<file path="src/rtl/nand_bringup_pkg.sv">
// nand_bringup_pkg: shared state encoding and constants for the NAND power-up sequencer
package nand_bringup_pkg;
  localparam int CNT_W = 20;
  localparam logic [7:0] CMD_RESET = 8'hFF;
  typedef enum logic [2:0] {IDLE, SETTLE, ISSUE, WAIT_TWB, POLL, NEXT, DONE} state_t;
endpackage

</file>
<file path="src/rtl/nand_sync2.sv">
// nand_sync2: two-flop synchronizer for asynchronous level inputs, cleared by reset
module nand_sync2 #(
  parameter int W = 1
) (
  input  logic         clk0,
  input  logic         rst_tmp,
  input  logic [W-1:0] i_d,
  output logic [W-1:0] o_q
);
  logic [W-1:0] r_s1, r_s2;
  always_ff @(posedge clk0 or posedge rst_tmp)
    if (rst_tmp) begin
      r_s1 <= '0;
      r_s2 <= '0;
    end else begin
      r_s1 <= i_d;
      r_s2 <= r_s1;
    end
  assign o_q = r_s2;
endmodule

</file>
<file path="src/rtl/nand_bringup_seq.sv">
// nand_bringup_seq: waits for clocking ready, releases the PHY and resets each NAND chip with a timeout
module nand_bringup_seq
  import nand_bringup_pkg::*;
#(
  parameter  int NUM_CHIPS      = 8,
  parameter  int SETTLE_CYCLES  = 1000,
  parameter  int TWB_CYCLES     = 10,
  parameter  int TIMEOUT_CYCLES = 100000,
  localparam int CW             = (NUM_CHIPS > 1) ? $clog2(NUM_CHIPS) : 1
) (
  input  logic                 clk0,
  input  logic                 rst_tmp,
  input  logic                 locked,
  input  logic                 idelay_ctrl_rdy,
  input  logic [NUM_CHIPS-1:0] rb_n,
  output logic                 cmd_valid,
  input  logic                 cmd_ready,
  output logic [CW-1:0]        cmd_chip,
  output logic [7:0]           cmd_byte,
  output logic                 rstn_phy,
  output logic                 init_done,
  output logic                 init_err,
  output logic [NUM_CHIPS-1:0] err_chip_mask
);
  localparam logic [CNT_W-1:0] SETTLE_LAST = CNT_W'(SETTLE_CYCLES - 1);
  localparam logic [CNT_W-1:0] TWB_LAST    = CNT_W'(TWB_CYCLES - 1);
  localparam logic [CNT_W-1:0] TO_LAST     = CNT_W'(TIMEOUT_CYCLES - 1);
  localparam logic [CW-1:0]    LAST_CHIP   = CW'(NUM_CHIPS - 1);
  logic                 w_locked_s, w_idelay_s, w_ok;
  logic [NUM_CHIPS-1:0] w_rb_s;
  logic [CNT_W-1:0]     w_cnt_inc;
  state_t               r_state;
  logic [CNT_W-1:0]     r_cnt;
  logic [CW-1:0]        r_cmd_chip;
  logic                 r_cmd_valid, r_rstn_phy, r_init_done, r_init_err;
  logic [NUM_CHIPS-1:0] r_err;
  nand_sync2 #(.W(1)) u_sync_locked (.clk0(clk0), .rst_tmp(rst_tmp), .i_d(locked), .o_q(w_locked_s));
  nand_sync2 #(.W(1)) u_sync_idelay (.clk0(clk0), .rst_tmp(rst_tmp), .i_d(idelay_ctrl_rdy), .o_q(w_idelay_s));
  nand_sync2 #(.W(NUM_CHIPS)) u_sync_rb (.clk0(clk0), .rst_tmp(rst_tmp), .i_d(rb_n), .o_q(w_rb_s));
  assign w_ok      = w_locked_s & w_idelay_s;
  assign w_cnt_inc = (r_cnt == '1) ? r_cnt : r_cnt + 1'b1;
  // r_cmd_chip doubles as the chip index; losing ok anywhere past IDLE aborts to a clean restart
  always_ff @(posedge clk0 or posedge rst_tmp)
    if (rst_tmp) begin
      r_state     <= IDLE;
      r_cnt       <= '0;
      r_cmd_chip  <= '0;
      r_cmd_valid <= 1'b0;
      r_rstn_phy  <= 1'b0;
      r_init_done <= 1'b0;
      r_init_err  <= 1'b0;
      r_err       <= '0;
    end else if (r_state != IDLE && !w_ok) begin
      r_state     <= IDLE;
      r_cnt       <= '0;
      r_cmd_chip  <= '0;
      r_cmd_valid <= 1'b0;
      r_rstn_phy  <= 1'b0;
      r_init_done <= 1'b0;
      r_init_err  <= 1'b0;
      r_err       <= '0;
    end else
      case (r_state)
        IDLE: begin
          r_cnt      <= '0;
          r_cmd_chip <= '0;
          if (w_ok) r_state <= SETTLE;
        end
        SETTLE:
          if (r_cnt == SETTLE_LAST) begin
            r_state     <= ISSUE;
            r_cnt       <= '0;
            r_rstn_phy  <= 1'b1;
            r_cmd_valid <= 1'b1;
          end else r_cnt <= w_cnt_inc;
        ISSUE:
          if (cmd_ready) begin
            r_state     <= WAIT_TWB;
            r_cmd_valid <= 1'b0;
            r_cnt       <= '0;
          end
        WAIT_TWB:
          if (r_cnt == TWB_LAST) begin
            r_state <= POLL;
            r_cnt   <= '0;
          end else r_cnt <= w_cnt_inc;
        POLL:
          if (w_rb_s[r_cmd_chip]) r_state <= NEXT;
          else if (r_cnt == TO_LAST) begin
            r_err[r_cmd_chip] <= 1'b1;
            r_state           <= NEXT;
          end else r_cnt <= w_cnt_inc;
        NEXT:
          if (r_cmd_chip == LAST_CHIP) begin
            r_state     <= DONE;
            r_init_done <= 1'b1;
            r_init_err  <= |r_err;
          end else begin
            r_cmd_chip  <= r_cmd_chip + 1'b1;
            r_cmd_valid <= 1'b1;
            r_state     <= ISSUE;
          end
        DONE: r_state <= DONE;
        default: r_state <= IDLE;
      endcase
  assign cmd_valid     = r_cmd_valid;
  assign cmd_chip      = r_cmd_chip;
  assign cmd_byte      = CMD_RESET;
  assign rstn_phy      = r_rstn_phy;
  assign init_done     = r_init_done;
  assign init_err      = r_init_err;
  assign err_chip_mask = r_err;
endmodule

</file>
<file path="config.mk">
export PLATFORM = sky130hd
export DESIGN_NAME = nand_bringup_seq
export DESIGN_NICKNAME = d
export VERILOG_FILES = /design/src/rtl/nand_bringup_pkg.sv /design/src/rtl/nand_sync2.sv /design/src/rtl/nand_bringup_seq.sv
export SDC_FILE = /design/constraint.sdc
export NUM_CORES = 1
export LEC_CHECK = 0
export CORE_MARGIN = 2
export CORE_UTILIZATION = 36
export CTS_BUF_LIST = sky130_fd_sc_hd__clkbuf_4 sky130_fd_sc_hd__clkbuf_8
export CTS_CLUSTER_DIAMETER = 40
export DETAILED_ROUTE_END_ITERATION = 12
export GPL_TIMING_DRIVEN = 0
export HOLD_SLACK_MARGIN = 0.02
export PLACE_DENSITY = 0.65
export SKIP_CTS_REPAIR_TIMING = 1
export SLEW_MARGIN = 5
export SYNTH_ARGS = -nofsm -noshare
export SYNTH_HDL_FRONTEND = slang
export SYNTH_SLANG_ARGS = --single-unit
</file>
<file path="constraint.sdc">
create_clock -name clk0 -period 6.9 [get_ports clk0]
set_input_delay 1.38 -clock clk0 [delete_from_list [all_inputs] [get_ports clk0]]
set_output_delay 1.38 -clock clk0 [all_outputs]
set_load 0.03 [all_outputs]
</file>
==> results.md <==
* Status: finished, final reports clean
* Synth area leader: dfrtp_1
* Initial antenna violation count at 0
* Die Span Y at 95.8 um
* Fraction of layout cells with a size suffix above 1 at 0.158
* Reg-to-reg startpoint: r_cnt[0]
* Syn Std Cell Area at 3030 um^2
* IO Pins at 36
* Worst setup margin at 3500 ps
* Hold path startpoint: u_sync_rb.r_s1[6]
* R2r worst-path depth at 8
* Die footprint at 9180 um^2
* Vias in the first global route at 2337
* Syn. warnings at 0
* Ant diodes at 0
* FP Rows at 33
* Clk root buf: clkbuf_8
* Worst clock skew at 12.1 ps
* Internal at 0.578 mW
* Worst-Skew Late Latency at around 350 ps
* Async set-reset flop share out of synthesis at 1.00
* Post-route antenna net violation count at 0
* Pwr dens at 208 nW/um^2
* Routed wire length at between 6 and 7 mm
* Critical path startpoint category: input port
* Netlist cell types at 64
* Most frequent cells after synthesis: 58 x dfrtp_1, 31 x nor2_1, 19 x nor3_1
* Largest family of logic cells by synthesized area: simple AND/OR/NAND/NOR gates
* Non-filler instance count after layout at around 450
* Static Leak at 1.45 nW
* Worst R2R Setup Slack at 4320 ps
* Crit path time final at 3400 ps
* Core Box Area at 8180 um^2
* Seq/Total Area, Yosys at 0.478
* Relative slew slack at 0.467
* Total Routing Usage GR at 0.158
* Largest cells by area after synthesis: dfrtp_1 48%, nor2_1 3.8%, xor2_1 3.2%, nor3_1 3.1%, o211ai_2 2.9%
* Adder-cell share of the synthesized area at 0.0165
* Worst Path Required at 7130 ps
* Hold crit path type: reg -> reg
* Setup_tns at 0 ps
* Crit share post-route at 0.492
* # port buffers at 27
* Critical path class: in -> reg
* Clk network pwr share at 0.463
* Final Wtd Congestion at 0.890
* CTS clk-pin slew, worst paths at 70 ps
* Total CTS buffers at 9
* Dpl ws at 3190 ps
* Worst Hold End: u_sync_rb.o_q[6]
* Synth Area in XOR/XNOR at 0.0318
* Mux cell area share after synthesis at 0.0210
* Mean Syn Cell Area at 10.2 um^2
* # placed instances at approximately 440
* Fin. Hold Viols at 0
* Via count at 2455
* Flops & latches, synth at between 50 and 60
* Actual slew at the worst max-slew pin at between 700 and 800 ps
* Starting density of the core at 0.371
* CTS tree: yes
* Simple-gate share of the synthesized area at 0.210
* Top FF cell, synth: dfrtp_1
* Crit Path Max Fanout at 10
* Global-route wire length before repair at 11.1 mm
* Residual DRC count at 0
* RSZ-0062 raised after global routing: false
* Max-slew violation total from the final report at 0
* Total power at 0.773 mW
* Sw frac at 0.252
* CP arrival at 3630 ps
* CTS max path bufs at 2
* Die X at 95.8 um
* Final setup viols at 0
* Maximum vdd drop at 0.217 mV
* Reg-to-Reg End: r_cnt[8]
* Crit end category: register
* Post-synth top area share at 0.478
* Register share of total power at 0.455
* Largest net degree at the start of global routing at slightly above 40
* Syn-to-layout area delta at 22.2%
* Final instance area at ~3700 um^2
* Final HPWL DP at between 4 and 5 mm
* Synth Instances at 297
* Wire length per cell at around 15 um
* Post-synth EDFFs at 0
* Grt ovf at 0
* Worst Hold Depth at 0
* Clock Sink Count at 58
* Fmax at between 200 and 300 MHz
* Synth Area in Compound Gates at 0.190
* Max-cap violation count at 0
* Initial DRC count at between 150 and 200
* DP Area at 3480 um^2
* Top-count cell post-synth: dfrtp_1
* Pre-antenna DRT Iters at 4
* Logic pwr share at 0.082
* Sw Pwr at 0.194 mW
* Vias/cell at 5.42
* H-tree depth at 3
* Nets at 360
-- metal layers --
metal | vias to the layer above | GRT usage | share of wire | wire, um
met5 | - | 0 | 0 | 0
met4 | 0 | 0.0857 | 0.022 | 148
met3 | 10 | 0.0384 | 0.059 | 396
met2 | 91 | 0.238 | 0.46 | 3120
met1 | 1170 | 0.209 | 0.45 | 3050
li1 | 1184 | - | - | -
-- layout by cell type (no fill, tap or decap), types with 6 or more instances in the layout --
master	netlist	final
clkbuf_1	6	6
nand2_1	16	16
conb_1	1	8
nand4_1	7	7
o21ai_0	11	11
clkbuf_8	0	9
nand3_1	12	12
nor2_1	31	31
buf_4	9	9
a21oi_1	7	7
or3_1	6	6
nor4_1	6	6
o211ai_2	7	7
dfrtp_1	58	58
xor2_1	11	11
nor3_1	19	19
a31oi_1	7	7
inv_1	10	9
clkdlybuf4s50_1	0	27
-- worst max path at each step --
stage | from | to | slack [ps]
floorplan | cmd_ready | r_cnt[7] | 4050
global placement | rst_tmp | r_cnt[14] | 3070
detailed placement | cmd_ready | r_cnt[19] | 3190
CTS | cmd_ready | r_cnt[19] | 3560
global route | cmd_ready | r_cnt[19] | 3410
finish | cmd_ready | r_cnt[7] | 3500
-- power groups by stage --
stage               clock network (mW)  logic [mW]  registers (mW)
finish                           0.358      0.0630           0.352
global route                     0.380      0.0693           0.353
CTS                              0.366      0.0633           0.352
detailed placement                   0      0.0632           0.358
global placement                     0      0.0611           0.358
floorplan                            0      0.0393           0.361
-- through the flow --
| step | hold WS, ps | utilization |
|---|---|---|
| floorplan | 331 | - |
| global placement | 332 | 0.423 |
| detailed placement | 336 | 0.426 |
| CTS | 351 | 0.454 |
| global route | 354 | 0.454 |
| finish | 346 | 0.454 |
-- worst max-delay path: stages --
cell and delay (ps):
clkdlybuf4s50_1 460, o21ba_2 230, nor3_1 610, clkbuf_1 460
nor2_1 110, o2111ai_1 120, xor2_1 200, nor2_1 50
-- cell type report --
| class | instances | area [um^2] |
|---|---|---|
| fillers | 795 | 4470 |
| multi-input cells | 217 | 1460 |
| flip-flops and latches | 58 | 1450 |
| repair buffers | 28 | 290 |
| well taps | 105 | 131 |
| clock buffers | 9 | 124 |
| plain buffers | 19 | 116 |
| clock inverters | 7 | 103 |
| inverters | 10 | 37.5 |
-- flip-flops by register name (all words and copies together) (netlist names), 3 cells and up --
name,count
u_sync_rb.o_q,8
u_sync_rb.r_s1,8
err_chip_mask,8
r_state,3
cmd_chip,3
r_cnt,20
-- kinds of logic (layout without fill, tap and decap cells) --
family,count (synthesis),after routing
flip-flops,58,58
other,1,8
adder cells (fa/ha/maj),4,4
XOR/XNOR,11,11
AO/OA/AOI/OAI,72,72
multiplexers,3,3
AND/OR/NAND/NOR,119,119
buffers and inverters,29,73
(Power assumes the default switching activity.)
==> edit 1: new RTL, same settings <==
Encoding of `state_t`: now Gray code (3 bits for 7 states).
--- a/src/rtl/nand_bringup_pkg.sv
+++ b/src/rtl/nand_bringup_pkg.sv
@@ -2,6 +2,6 @@
 package nand_bringup_pkg;
   localparam int CNT_W = 20;
   localparam logic [7:0] CMD_RESET = 8'hFF;
-  typedef enum logic [2:0] {IDLE, SETTLE, ISSUE, WAIT_TWB, POLL, NEXT, DONE} state_t;
+  typedef enum logic [2:0] {IDLE = 3'b000, SETTLE = 3'b001, ISSUE = 3'b011, WAIT_TWB = 3'b010, POLL = 3'b110, NEXT = 3'b111, DONE = 3'b101} state_t;
 endpackage
 
Behaviour: no difference found for any inputs over 10 cycles, from zero or initial values and one cycle with rst_tmp high; not proved beyond that.
==> edit 1 against the unedited design <==
Worst setup slack better by 0.44 ns. Count of clock-buffer cells in the layout stayed put. Sequential cell count stayed put. Synthesized cell count is 0.67% higher. Register-to-register slack better by 0.08 ns. Wire length is 5.0% lower. Clock skew is 0.0047 ns lower. Cell area is 2.3% lower. Sequential share of layout area is 0.92 points higher. Area after synthesis is 2.8% lower. Global-route usage hardly changed.
Power is not compared: it rests on default switching activity, and its combinational part moved more than twofold at a synthesized area within 25%.
==> edit 1: results (changes against the unedited design) <==
| Stage | Parameter | Value | Change |
| --- | --- | --- | --- |
| detailed routing | Average wire per cell in the routed design | 14.0 microns | -5.4% |
| global route | Total global-route track usage | 0.158 | about the same |
| timing | Hold_ws | 0.350 ns | +0.00376 ns |
| finish | Count of non-filler cells in the finished layout | 455 | +0.44% |
| finish | Share of final-layout standard cells stronger than drive strength 1 | 0.137 | -0.0209 |
| setup path | Capturing element of the worst setup path | cmd_chip[1] |  |
| placed design | Final RePlAce weighted congestion | 0.931 | +4.6% |
| setup path | Largest fanout of any net on the critical path | 9 | -1 |
| placed design | Cell count after placement | 439 | +0.46% |
| setup path | Delay of the slowest critical-path stage | 0.73 ns | +0.12 ns |
| logic synthesis | Part of the Yosys area used for sequential elements | 0.492 | +0.0138 |
| setup path | Crit path arrival time | 1.58 ns | -2.05 ns |
| placed design | Setup WS pre-CTS | 3.77 ns | +0.585 ns |
| finish | Final Net Count | 362 | +0.56% |
| global route | Wire length of the first global-routing pass | 11.0 mm | -0.56% |
| status | Result of the run | completed |  |
| timing | Slew at the pin closest to its max-slew limit | 0.667 ns | -0.126 ns |
| global route | Pin count of the biggest net entering global routing | 33 | -20% |
| timing | Tcrit/Tclk final | 0.429 | -0.0638 |
| finish | Filler Cells Inserted | 809 | +1.8% |
| logic synthesis | Post-synthesis average cell area | 9.86 sq um | -3.5% |
| global route | Number of global-route vias before repair | 2312 | -1.1% |
| setup path | Slack of the worst reg-to-reg path | 4.40 ns | +0.08 ns |
| detailed routing | DR iter-0 viols | 134 | -27% |
| setup path | CP startpoint | cmd_chip[1]$_DFFE_PP0P_ |  |
| logic synthesis | Cells taking the most area after synthesis | dfrtp_1 49%, a22o_1 3.6%, a21oi_1 3.2% |  |
edit 1: cell count changes after synthesis, moves of 5 or more:
cell / change
nor2b_1: +5
or3_1: -5
xor2_1: -11
o211ai_2: -7
nor2_1: -6
a31oi_1: -5
a21oi_1: +12
nand2_1: +8
o21a_1: +5
a22o_1: +11
edit 1: kinds of logic after synthesis:
| logic type | Yosys count | synth area share |
|---|---|---|
| other | 1 | 0.00127 |
| AND/OR/NAND/NOR | 119 | 0.221 |
| buffers and inverters | 32 | 0.0628 |
| flip-flops | 58 | 0.492 |
| multiplexers | 4 | 0.0136 |
| adder cells (fa/ha/maj) | 4 | 0.0170 |
| AO/OA/AOI/OAI | 81 | 0.193 |
edit 1: layout make-up:
type / instances / area, sq um / share of cell area
Multi-Input combinational cell: 216 / 1340 / 0.369
Tap cell: 105 / 131 / 0.0363
Inverter: 10 / 37.5 / 0.0104
Clock inverter: 7 / 103 / 0.0283
Timing Repair Buffer: 28 / 290 / 0.0801
Clock buffer: 9 / 124 / 0.0342
Sequential cell: 58 / 1450 / 0.401
Buffer: 22 / 148 / 0.0407
edit 1: where the power goes:
part | internal, uW | switching [uW] | leakage [uW] | total [uW]
Sequential | 357 | 9.86 | 0.000760 | 367
Combinational | 76.3 | 121 | 0.000638 | 197
Clock | 206 | 149 | 0.000110 | 355
edit 1: metal layers:
metal	wire, microns	GRT usage	part of all wire	up-vias
li1	-	-	-	1171
met3	286	0.0375	0.045	12
met4	125	0.0725	0.020	0
met1	3110	0.221	0.49	1163
met5	0	0	0	-
met2	2860	0.231	0.45	68
==> edit 2: new RTL, same flow settings <==
Made on the original files. Set the parameter `TWB_CYCLES` to 5 (it was 10).
--- a/src/rtl/nand_bringup_seq.sv
+++ b/src/rtl/nand_bringup_seq.sv
@@ -4,7 +4,7 @@
 #(
   parameter  int NUM_CHIPS      = 8,
   parameter  int SETTLE_CYCLES  = 1000,
-  parameter  int TWB_CYCLES     = 10,
+  parameter  int TWB_CYCLES     = 5,
   parameter  int TIMEOUT_CYCLES = 100000,
   localparam int CW             = (NUM_CHIPS > 1) ? $clog2(NUM_CHIPS) : 1
 ) (
Behaviour: same outputs for any inputs over 10 cycles, from zero or initial values and one cycle with rst_tmp high; that may be too few to reach the edited logic, so the function may still have changed.
==> edit 2 against the unedited design <==
Fmax increased by 0.93%. Count of clock-buffer cells in the layout unchanged. Cell area decreased by 3.6%. Area after synthesis decreased by 4.3%. Wire length decreased by 3.4%. Worst setup slack improved by 0.031 ns. Clock skew decreased by 0.00053 ns. Sequential cell count unchanged. Sequential share of layout area increased by 1.5 points. Global-route usage increased by 0.24 points. Cell count decreased by 4.4%. Largest cell class is now registers. Highest routed layer unchanged.
Power is not compared: it rests on default switching activity, and its combinational part moved more than twofold at a synthesized area within 25%.
==> edit 2: results (changes against the unedited design) <==
| Stage | Parameter | Value | Change |
| --- | --- | --- | --- |
| timing | Worst setup skew after layout | 0.0116 ns | -0.000531 ns |
| logic synthesis | Cells taking the most area after synthesis | dfrtp_1 50%, a21oi_1 3.3%, o21ai_0 2.8% |  |
| finish | Inserted Diodes | 0 | unchanged |
| logic synthesis | Share of the synthesized area in compound gates (AO/OA/AOI/OAI) | 0.197 | +0.00723 |
| finish | Register name with the most flops | r_cnt |  |
| timing | Relative max-transition margin | 0.556 | +0.0887 |
| logic synthesis | Cell variety after synth | 58 | -9.4% |
| detailed routing | Post-DR vias/cell | 5.49 | +1.3% |
| global route | Wire length of the first global-routing pass | 10.9 mm | -1.6% |
| clock tree | Total number of H-tree levels | 3 | unchanged |
| logic synthesis | Synth warnings | 0 | unchanged |
| logic synthesis | Portion of netlist area occupied by mux cells | 0.0267 | +0.00568 |
| global route | Number of global-route vias before repair | 2281 | -2.4% |
| placed design | Setup WS pre-CTS | 3.21 ns | +0.0225 ns |
| detailed routing | Pre-antenna DRT Iters | 5 | +1 |
| logic synthesis | Ys async rst share | 1.00 | unchanged |
| finish | Final Net Count | 343 | -4.7% |
| setup path | Crit path arrival time | 3.60 ns | -0.03 ns |
| detailed routing | Residual DRC | 0 | unchanged |
| finish | Share of final-layout standard cells stronger than drive strength 1 | 0.139 | -0.0191 |
| status | Result of the run | completed |  |
| logic synthesis | Part of the Yosys area used for sequential elements | 0.500 | +0.0214 |
| detailed routing | DR iter-0 viols | 154 | -16% |
| finish | Synthesis-to-layout area growth | 23.1% |  |
| clock tree | Clock input transition at the sequential cells of the worst setup and hold paths | 0.07 ns | about the same |
| placed design | Final RePlAce weighted congestion | 0.836 | -6.1% |
| power and ir drop | Maximum vdd ir drop | 0.000115 V |  |
| clock tree | Clock latency reported for the late side of the worst-skew pair | 0.35 ns | about the same |
| logic synthesis | Synthesized-area fraction occupied by xor and xnor cells | 0.00603 | -0.0257 |
| placed design | Cell Area, Placed | 0.00335 sq mm | -3.8% |
| finish | Number of flip-flops under the largest register name | 20 | unchanged |
| placed design | Port bufs | 27 | unchanged |
| global route | Number of antenna violations at the first check in global routing | 0 | unchanged |
| finish | Filler Cells Inserted | 747 | -6.0% |
| detailed routing | Final Routed Wirelength | 6.49 mm | -3.4% |
| setup path | Largest fanout of any net on the critical path | 10 | unchanged |
| clock tree | Master cell of the clock root buffer | clkbuf_8 |  |
| logic synthesis | Synthesized-area fraction occupied by adder cells | 0.0172 | +0.000739 |
| power and ir drop | Leak | 0.00142 uW |  |
| clock tree | Inserted Clock Buffers | 9 | unchanged |
| global route | Pin count of the biggest net entering global routing | 32 | -22% |
| clock tree | Clock Path Buffers | 2 | unchanged |
| logic synthesis | Most frequently used flop master after synthesis | dfrtp_1 |  |
| placed design | DP HPWL | 4.49 mm | -5.5% |
| global route | Total global-route track usage | 0.160 | +0.00240 |
| detailed routing | Post-DRT Antenna Nets | 0 | unchanged |
| worst hold path | Worst min-delay path class | flop to flop |  |
| logic synthesis | Cell types with the highest counts after synthesis | 58 x dfrtp_1, 19 x a21oi_1, 18 x nand2_1 |  |
edit 2: path summary, 6_finish.rpt:
path | from | to | slack (ns) | depth (start not counted)
min in group asynchronous | rst_tmp | cmd_chip[1]$_DFFE_PP0P_ | 1.43 | 2
min reg2reg | u_sync_rb.r_s1[3]$_DFF_PP0_ | u_sync_rb.o_q[3]$_DFF_PP0_ | 0.34 | 0
max reg2reg | r_cnt[17]$_DFFE_PP0P_ | r_state[1]$_DFFE_PP0P_ | 4.31 | 6
min | u_sync_rb.r_s1[3]$_DFF_PP0_ | u_sync_rb.o_q[3]$_DFF_PP0_ | 0.34 | 0
max | cmd_ready | r_cnt[1]$_DFFE_PP0P_ | 3.53 | 9
max in group asynchronous | rst_tmp | init_err$_DFFE_PP0P_ | 4.90 | 3
edit 2: final cells by class:
class                   instances  share of cell area
flip-flops and latches         58               0.406
multi-input cells             202               0.372
inverters                      10              0.0105
clock inverters                 7              0.0287
well taps                     102              0.0357
repair buffers                 28              0.0812
clock buffers                   9              0.0347
plain buffers                  17              0.0315
edit 2: report_power, final:
| part | internal (uW) | total (uW) | switching, uW |
|---|---|---|---|
| sequential | 356 | 367 | 11.1 |
| clock | 206 | 353 | 147 |
| combinational | 67.9 | 190 | 122 |
| total | 630 | 911 | 280 |
edit 2: critical path, cell delays in order:
cell             delay, ns
clkdlybuf4s50_1       0.43
or2_2                 0.30
a211oi_1              0.55
a21oi_1               0.18
o21ai_4               0.16
buf_6                 0.18
buf_4                 0.18
mux2i_1               0.19
nor2_1                0.05
edit 2: logic make-up (layout without fill, tap and decap cells):
group,after synthesis,in the layout
buffers and inverters,27,71
AOI/OAI and AO/OA,81,81
xor gates and xnor gates,2,2
muxes,4,4
adders and majority gates,4,4
other,1,8
DFF,58,58
and+or+nand+nor,103,103
edit 2: layer usage:
layer | wire length (microns) | global-route usage | part of all wire | vias up
met5 | 0 | 0 | 0 | -
met2 | 3040 | 0.242 | 0.47 | 64
met1 | 3000 | 0.213 | 0.46 | 1182
met4 | 83 | 0.0906 | 0.013 | 0
met3 | 356 | 0.0337 | 0.055 | 6
li1 | - | - | - | 1125
edit 2: stage by stage:
stage / cells / hold WS [ns]
floorplan: 287 / 0.331
global placement: 416 / 0.334
detailed placement: 417 / 0.335
CTS: 433 / 0.346
global route: 433 / 0.358
finish: 433 / 0.343
